==> src/rtl/ioctl_pkg.sv <==
// Shared definitions for the ioctl upload path: FSM state encoding and the
// hps_io byte-address width.
package ioctl_pkg;

  localparam int IOCTL_ADDR_W = 25;

  typedef enum logic [2:0] {
    ST_IDLE,
    ST_REQ,
    ST_ACTIVE,
    ST_FETCH,
    ST_WAIT
  } state_t;

  // States in which a served session is open (a fall of ioctl_upload ends it with done).
  function automatic logic in_session(input state_t s);
    return (s == ST_ACTIVE) || (s == ST_FETCH) || (s == ST_WAIT);
  endfunction

endpackage

==> src/rtl/ioctl_rd_delay.sv <==
// Memory read latency tracker: counts MEM_LAT cycles from the issue of a read
// and captures mem_dout (or the FILL byte for out-of-range reads) into dout.
module ioctl_rd_delay #(
  parameter int         MEM_LAT = 1,
  parameter logic [7:0] FILL    = 8'hFF
) (
  input  logic       clk,
  input  logic       rst,
  input  logic       start,
  input  logic       flush,
  input  logic       fill_load,
  input  logic [7:0] mem_dout,
  output logic       fire,
  output logic [7:0] dout
);

  logic       run;
  logic [1:0] cnt;
  logic       load;

  // fire marks the cycle in which mem_dout holds the requested byte.
  assign fire = run && (cnt == 2'd0);
  assign load = (fire && !flush) || fill_load;

  always_ff @(posedge clk or posedge rst) begin
    if (rst) begin
      run <= 1'b0;
      cnt <= 2'd0;
    end else if (flush) begin
      run <= 1'b0;
    end else if (start) begin
      // NOTE: non-blocking assignments keep every register update on the clock edge, race-free.
      run <= 1'b1;
      cnt <= 2'(MEM_LAT - 1);
    end else if (run) begin
      if (cnt == 2'd0) run <= 1'b0;
      else             cnt <= cnt - 2'd1;
    end
  end

  always_ff @(posedge clk or posedge rst) begin
    if (rst)       dout <= 8'h00;
    else if (load) dout <= fire ? mem_dout : FILL;
  end

endmodule

==> src/rtl/ioctl_uploader.sv <==
// Serves hps_io upload reads from a latency-MEM_LAT memory for one ioctl index.
// Define UPLOAD_CHECKSUM_EN to add the per-session byte checksum output.
module ioctl_uploader
  import ioctl_pkg::*;
#(
  parameter int          ADDR_W   = 17,
  parameter logic [7:0]  UP_INDEX = 8'd4,
  parameter int unsigned LENGTH   = 17'h1_0000,
  parameter int          MEM_LAT  = 1,
  parameter logic [7:0]  FILL     = 8'hFF
) (
  input  logic                    clk_sys,
  input  logic                    reset,
  input  logic                    save_req,
  output logic                    ioctl_upload_req,
  input  logic                    ioctl_upload,
  input  logic [7:0]              ioctl_index,
  input  logic                    ioctl_rd,
  input  logic [IOCTL_ADDR_W-1:0] ioctl_addr,
  output logic [7:0]              ioctl_din,
  output logic [ADDR_W-1:0]       mem_addr,
  output logic                    mem_rd,
  input  logic [7:0]              mem_dout,
  output logic                    busy,
  output logic                    done
`ifdef UPLOAD_CHECKSUM_EN
  ,
  output logic [7:0]              checksum
`endif
);

  localparam logic [IOCTL_ADDR_W-1:0] LIMIT = IOCTL_ADDR_W'(LENGTH);

  state_t                  state, state_nx;
  logic                    upload_q;
  logic                    pend_valid;
  logic [IOCTL_ADDR_W-1:0] pend_addr;
  logic                    sess, rd_ok, abort;
  logic                    req_valid, req_in_range;
  logic [IOCTL_ADDR_W-1:0] req_addr;
  logic                    issue, fill_load, fire;

  assign sess  = ioctl_upload && (ioctl_index == UP_INDEX);
  assign rd_ok = ioctl_rd && sess;
  assign abort = (state != ST_IDLE) && upload_q && !ioctl_upload;

  // A fresh strobe in ACTIVE supersedes anything still pending.
  assign req_valid    = rd_ok || pend_valid;
  assign req_addr     = rd_ok ? ioctl_addr : pend_addr;
  assign req_in_range = req_addr < LIMIT;
  assign issue        = (state == ST_ACTIVE) && !abort && req_valid && req_in_range;
  assign fill_load    = (state == ST_ACTIVE) && !abort && req_valid && !req_in_range;

  assign ioctl_upload_req = (state == ST_REQ);
  assign busy             = (state == ST_FETCH) || (state == ST_WAIT) || pend_valid;

  always_comb begin
    // NOTE: assigning the default first means no path leaves state_nx unassigned, so no latch.
    state_nx = state;
    unique case (state)
      ST_IDLE:   if (sess) state_nx = ST_ACTIVE;
                 else if (save_req) state_nx = ST_REQ;
      ST_REQ:    if (sess) state_nx = ST_ACTIVE;
      ST_ACTIVE: if (issue) state_nx = ST_FETCH;
      ST_FETCH:  state_nx = fire ? ST_ACTIVE : ST_WAIT;
      ST_WAIT:   if (fire) state_nx = ST_ACTIVE;
      default:   state_nx = ST_IDLE;
    endcase
    if (abort) state_nx = ST_IDLE;
  end

  always_ff @(posedge clk_sys or posedge reset) begin
    if (reset) begin
      state      <= ST_IDLE;
      upload_q   <= 1'b0;
      pend_valid <= 1'b0;
      pend_addr  <= '0;
      mem_rd     <= 1'b0;
      mem_addr   <= '0;
      done       <= 1'b0;
    end else begin
      state    <= state_nx;
      upload_q <= ioctl_upload;
      mem_rd   <= issue;
      done     <= abort && in_session(state);
      if (issue) mem_addr <= req_addr[ADDR_W-1:0];

      if (abort) begin
        pend_valid <= 1'b0;
      end else if (((state == ST_FETCH) || (state == ST_WAIT)) && rd_ok) begin
        pend_valid <= 1'b1;
        pend_addr  <= ioctl_addr;
      end else if (state == ST_ACTIVE) begin
        pend_valid <= 1'b0;
      end
    end
  end

  ioctl_rd_delay #(
    .MEM_LAT (MEM_LAT),
    .FILL    (FILL)
  ) u_rd_delay (
    .clk       (clk_sys),
    .rst       (reset),
    .start     (issue),
    .flush     (abort),
    .fill_load (fill_load),
    .mem_dout  (mem_dout),
    .fire      (fire),
    .dout      (ioctl_din)
  );

`ifdef UPLOAD_CHECKSUM_EN
  logic       enter_active, cs_load;
  logic [7:0] cs_byte;

  // Mirrors the ioctl_din load condition so FILL bytes are summed too.
  assign enter_active = ((state == ST_IDLE) || (state == ST_REQ)) && (state_nx == ST_ACTIVE);
  assign cs_load      = (fire && !abort) || fill_load;
  assign cs_byte      = fire ? mem_dout : FILL;

  always_ff @(posedge clk_sys or posedge reset) begin
    if (reset)             checksum <= 8'h00;
    else if (enter_active) checksum <= 8'h00;
    else if (cs_load)      checksum <= checksum + cs_byte;
  end
`endif

endmodule

==> config.mk <==
export PLATFORM = sky130hd
export DESIGN_NAME = ioctl_uploader
export DESIGN_NICKNAME = d
export VERILOG_FILES = /design/src/rtl/ioctl_pkg.sv /design/src/rtl/ioctl_rd_delay.sv /design/src/rtl/ioctl_uploader.sv
export SDC_FILE = /design/constraint.sdc
export NUM_CORES = 1
export LEC_CHECK = 0
export BUFFER_PORTS_ARGS = -buffer_cell sky130_fd_sc_hd__buf_2
export CAP_MARGIN = 20
export CORE_UTILIZATION = 24
export DETAILED_ROUTE_END_ITERATION = 10
export PLACE_DENSITY = 0.4
export SETUP_SLACK_MARGIN = 0.3
export SLEW_MARGIN = 20
export SYNTH_ARGS = -nofsm -noshare
export SYNTH_HDL_FRONTEND = slang
export SYNTH_HIERARCHICAL = 1
export SYNTH_SLANG_ARGS = --single-unit
==> constraint.sdc <==
create_clock -name clk_sys -period 4.12 [get_ports clk_sys]
set_input_delay 0.206 -clock clk_sys [delete_from_list [all_inputs] [get_ports clk_sys]]
set_output_delay 0.206 -clock clk_sys [all_outputs]
set_load 0.02 [all_outputs]
Yosys cells after proc, flatten, opt, wreduce, memory -nomap -nowiden

Index checks and enable logic that the tools add are counted.

Output and inout port bits: 29
Word-level logic and storage cells: 72
Input port bits: 46
Register bits: 60

$lt $le $gt $ge: 1
Reduce and logical (&&, ||, !) cells: 29
Bitwise operators: 1
Muxes and demuxes: 20
Equality and inequality tests: 10
Add/sub/neg operators: 1

Operators by type and width:

| operator               | number |
|---|---|
| $lt A25 B17 Y1 const B | 1 |
| $mux W25               | 1 |
| $mux W3                | 7 |
| $pmux W3 S5            | 1 |
| $logic_and A1 B1 Y1    | 12 |
| $eq A8 B3 Y1 const B   | 1 |
| $mux W8                | 1 |
| $mux W1                | 7 |
| $eq A3 B2 Y1 const B   | 2 |
| $logic_or A1 B1 Y1     | 6 |
| $mux W2                | 3 |
| $ne A3 B3 Y1 const B   | 2 |
| $reduce_bool A3 Y1     | 2 |
| $ne A4 B4 Y1 const B   | 1 |
| $reduce_and A4 Y1      | 1 |
| $eq A3 B1 Y1 const B   | 1 |
| $eq A3 B3 Y1 const B   | 1 |
| $logic_not A1 Y1       | 3 |
| $logic_not A3 Y1       | 1 |
| $ne A3 B1 Y1 const B   | 1 |
| $reduce_and A3 Y1      | 1 |
| $logic_not A2 Y1       | 1 |
| $ne A2 B2 Y1 const B   | 1 |
| $reduce_and A2 Y1      | 1 |
| 3 further kinds        | 3 |

Depth between registers and ports, before layout

Depth after elaboration: 10
Mapped depth: 8
Mapped depth without buffers: 7

By module

The synthesis kept the hierarchy.

By module, submodules not included:

| module         | seq. area each (um^2) | area each (um^2) | times used | cells each |
|---|---|---|---|---|
| ioctl_uploader | 1226.2                | 2419.8           | 1          | 166 |
| ioctl_rd_delay | 275.3                 | 465.4            | 1          | 33 |

Worst setup path before layout

OpenSTA, ideal clock, no wires.

Path kind: register to register
Start: register pend_addr[21]
End: register mem_addr[4]
Path slack: 2.279 ns
Required time: 3.993 ns
Period minus slack after synthesis: 1.841 ns
Library setup time: 0.127 ns
Stages on the path, launching flop included: 7
Path buffers: 1
Data arrival time: 1.713 ns
Cells stage by stage: dfrtp_1 nor4_1 nand3_1 mux2_4 nor2_8 buf_8 mux2_1

Cells in the longest elaborated chain, start to end: 3

Ends and longest elaborated chain:

| item                   | RTL line             | RTL |
|---|---|---|
| start, declared        | ioctl_uploader.sv:37 | `logic [IOCTL_ADDR_W-1:0] pend_addr;` |
| start signal, assigned | ioctl_uploader.sv:92 | `pend_addr <= ioctl_addr;` |
| $mux W25               | ioctl_uploader.sv:49 | `assign req_addr = rd_ok ? ioctl_addr : pend_addr;` |
| $lt A25 B17 Y1         | ioctl_uploader.sv:50 | `assign req_in_range = req_addr < LIMIT;` |
| $logic_and A1 B1 Y1    | ioctl_uploader.sv:51 | `assign issue = (state == ST_ACTIVE) && !abort && req_valid && req_in_range;` |
| named net issue        | ioctl_uploader.sv:41 | `logic issue, fill_load, fire;` |
| end signal, assigned   | ioctl_uploader.sv:86 | `if (issue) mem_addr <= req_addr[ADDR_W-1:0];` |
| end, declared          | ioctl_uploader.sv:21 | `output logic [ADDR_W-1:0] mem_addr,` |

The timed path passes the listed nets, and every way through them passes these cells.
A chain may end at the register's enable or synchronous reset.

Final worst setup path

Start: register state[1]
End: register pend_addr[20]

Cells in the longest elaborated chain, start to end: 5
Elaborated cells on any way between the ends: 9
Classes of those cells: eq/ne: 2; bitwise: 1; reduce/logical: 6

Ends and longest elaborated chain:

| item                              | RTL line             | RTL |
|---|---|---|
| start, declared                   | ioctl_uploader.sv:34 | `state_t state, state_nx;` |
| start signal, assigned            | ioctl_uploader.sv:82 | `state <= state_nx;` |
| $reduce_bool A3 Y1                | ioctl_uploader.sv:45 | `assign abort = (state != ST_IDLE) && upload_q && !ioctl_upload;` |
| $logic_and A1 B1 Y1 (2 in series) | ioctl_uploader.sv:45 |  |
| $not A1 Y1 (no line)              | n/a                  |  |
| $reduce_and A2 Y1 (no line) (*)   | n/a                  |  |

Every way passes the cells marked *; elsewhere a longest branch is shown, timed or not.

==> reports/qor.yml <==
power:
  pwr-share-comb_pct: 13.9
  pwr-share-clk_pct: 42.7
  powerDensity_nw_per_um2: 426
  netSwitchingFraction_pct: 26.7
  power.leakage_uw: 0.00193
  internal_power_uw: 1130
  switchingPower_uw: 412
  ir_drop_uv: 135
  pwr-share-seq_pct: 43.4
route:
  routedWlPerCell_um: 14.4
  drc: 5
  drt_wl_total_mm: 6.15
  firstDrtPassIters: 9
  postRouteAntennaNets: 0
  via_per_inst: 4.32
  vias: 1844
  initialDrtViolationCount: 54
logic_synthesis:
  synth-compound-area-share_pct: 6.16
  synth.mux.area_fraction_pct: 26.6
  synth_top_family_by_area: "multiplexers"
  netlist.area_leader.share_pct: 52.0
  synth-async-reset-ratio_pct: 100
  synthSimpleGateAreaFrac_pct: 10.6
  synthesis.area_um2: 2890
  post_synth.cell_area_avg_um2: 14.5
  synth_xor_area_share_pct: 0
  synthTopCellsByArea: "dfrtp_1 (52%), mux2_4 (15%), mux2_2 (11%)"
  synth-edff-count: 0
  syn_nets: 246
  synth_commonest_cells: "dfrtp_1 (60), mux2_2 (29), mux2_4 (28)"
  synth_ff_type: "dfrtp_1"
  ys_types: 43
  seq_area_frac_synth_pct: 52.0
  yosysWarnings: 6
  synthMostInstantiatedCell: "dfrtp_1"
  synth_cells: 199
  ys_ff_latch: 60
  synthAdderAreaFrac_pct: 0.434
  yosysTopAreaCell: "dfrtp_1"
clock_tree:
  cts-resized-gates: 0
  post_cts_buffers: 0
  cts-root-buf: "clkbuf_16"
  cts_buffer_depth: 2
  cts_tree: "yes"
  cts-htree-levels: 3
  cts_num_sinks: 60
  clk_pin_slew_worst_paths_ps: 50
  cts_made_buffers: 9
  clk_latency_ps: 320
  postCtsHoldBufs: 1
worst_hold_path:
  worstHoldPathType: "primary input to flop"
global_route:
  grtUsageTotal_pct: 11.0
  antenna_found_initial: 0
  grt_first_pass_wirelength_mm: 10.3
  grt_max_degree: 50
  grt_pass1_vias: 1992
  gr-total-overflow: 0
sta:
  hold_violations: 0
  fin_skew_ps: 6.70
  setup_tns_ps: 0
  slew_headroom_pct: 46.5
  finalCritPeriodShare_pct: 54.0
  worstMarginPinSlew_ps: 803
  drv_slew: 0
  fmax_mhz: 449
  fin_crit_ps: 2230
  grt_setup_unrepaired: "false"
  holdWs_ps: 66.8
  setup_viol: 0
finish:
  final_util_pct: 31.4
  nFillCells: 1178
  nNetsFinal: 327
  drive_gt1_share_pct: 57.7
  n_antenna_cell: 0
  synthToLayoutAreaGrowth_pct: 25.8
floorplanning:
  ios: 75
  core_area_um2: 11600
  initial_core_util_pct: 24.9
  dieArea_um2: 12500
  rows: 39
  die_x_um: 112
  die_y_um: 112
setup_path:
  critical_path.endpoint_type: "flop"
  start_kind: "flop"
  worstPathRequired_ps: 4320
  critPathMaxFanout: 25
  critPathArrivalTime_ps: 2430
  worstSetupPathType: "flop to flop"
run_status:
  violations: "DRC"
  status: "finished, violations left"
place:
  portBuffers: 74
  gp_congestion: 0.675
  dpl.hpwl_mm: 4.27
flow_run:
  maxCapViolations: 0
-- worst max-delay path, stage by stage (launching register included) --
cell and delay (ps):
dfrtp_1 530, and2b_2 220, a21oi_2 80, or3_2 830, mux2_4 420
-- path summary, 6_finish.rpt --
| kind | from | to | slack, ps | cells past startpoint |
|---|---|---|---|---|
| setup / recovery | state[1] | pend_addr[20] | 1890 | 4 |
| hold / removal | ioctl_upload | upload_q | 70 | 1 |
| setup reg to reg | state[1] | pend_addr[20] | 1890 | 4 |
| hold reg to reg | u_rd_delay/cnt[0] | u_rd_delay/cnt[0] | 470 | 1 |
| max in group asynchronous | reset | pend_addr[4] | 3050 | 4 |
| min in group asynchronous | reset | u_rd_delay/run | 460 | 3 |
-- layer usage --
metal / track usage [%] / routed length, µm / up-vias
li1: - / - / 881
met5: 0 / 0 / -
met1: 13.2 / 2780 / 911
met4: 6.22 / 146 / 0
met3: 2.61 / 234 / 11
met2: 18.0 / 2980 / 41
-- registers in the layout, summed over array words and instances (netlist names) --
signal / flops
pend_addr: 25
u_rd_delay/dout: 8
upload_q: 1
mem_rd: 1
u_rd_delay/cnt: 2
state: 3
pend_valid: 1
mem_addr: 17
u_rd_delay/run: 1
done: 1
-- power groups by stage --
stage | clock network, µW | logic (µW) | registers [µW]
5_1_grt | 711 | 236 | 676
3_3_place_gp | 0 | 218 | 679
2_1_floorplan | 0 | 79.1 | 729
6_report | 660 | 215 | 670
3_5_place_dp | 0 | 219 | 681
4_1_cts | 684 | 220 | 671
-- cell type report --
class	count	area (µm²)	area share [%]
inverters	8	30.0	0.827
clock buffers	10	229	6.31
multi-input cells	124	1260	34.8
well taps	143	179	4.93
repair buffers	77	395	10.9
flip-flops and latches	60	1500	41.4
clock inverters	5	30.0	0.827
-- placed cells by master (no fill, tap or decap), types with 6 or more instances in the layout --
cell	n
buf_2	74
clkbuf_16	9
dfrtp_1	60
inv_1	6
mux2_2	29
mux2_4	28
nand2_1	6
nand3_1	6
nor2_1	8
o22a_1	8
-- kinds of logic (layout without fill, tap and decap cells) --
family                     count (synthesis)  after routing
DFF                                       60             60
buffers and inverters                     15            100
muxes                                     59             59
and+or+nand+nor                           43             43
adders and majority gates                  1              1
AOI/OAI and AO/OA                         21             21
-- metrics by stage --
step / total power [µW] / setup WS, ps / area [µm²] / instances
2_1_floorplan: 808 / 2280 / 2890 / 199
3_3_place_gp: 897 / 1740 / 3360 / 411
3_5_place_dp: 900 / 1700 / 3360 / 411
4_1_cts: 1570 / 1870 / 3630 / 427
5_1_grt: 1620 / 1680 / 3630 / 427
6_report: 1550 / 1890 / 3630 / 427
Power figures use the tool's default switching activity.
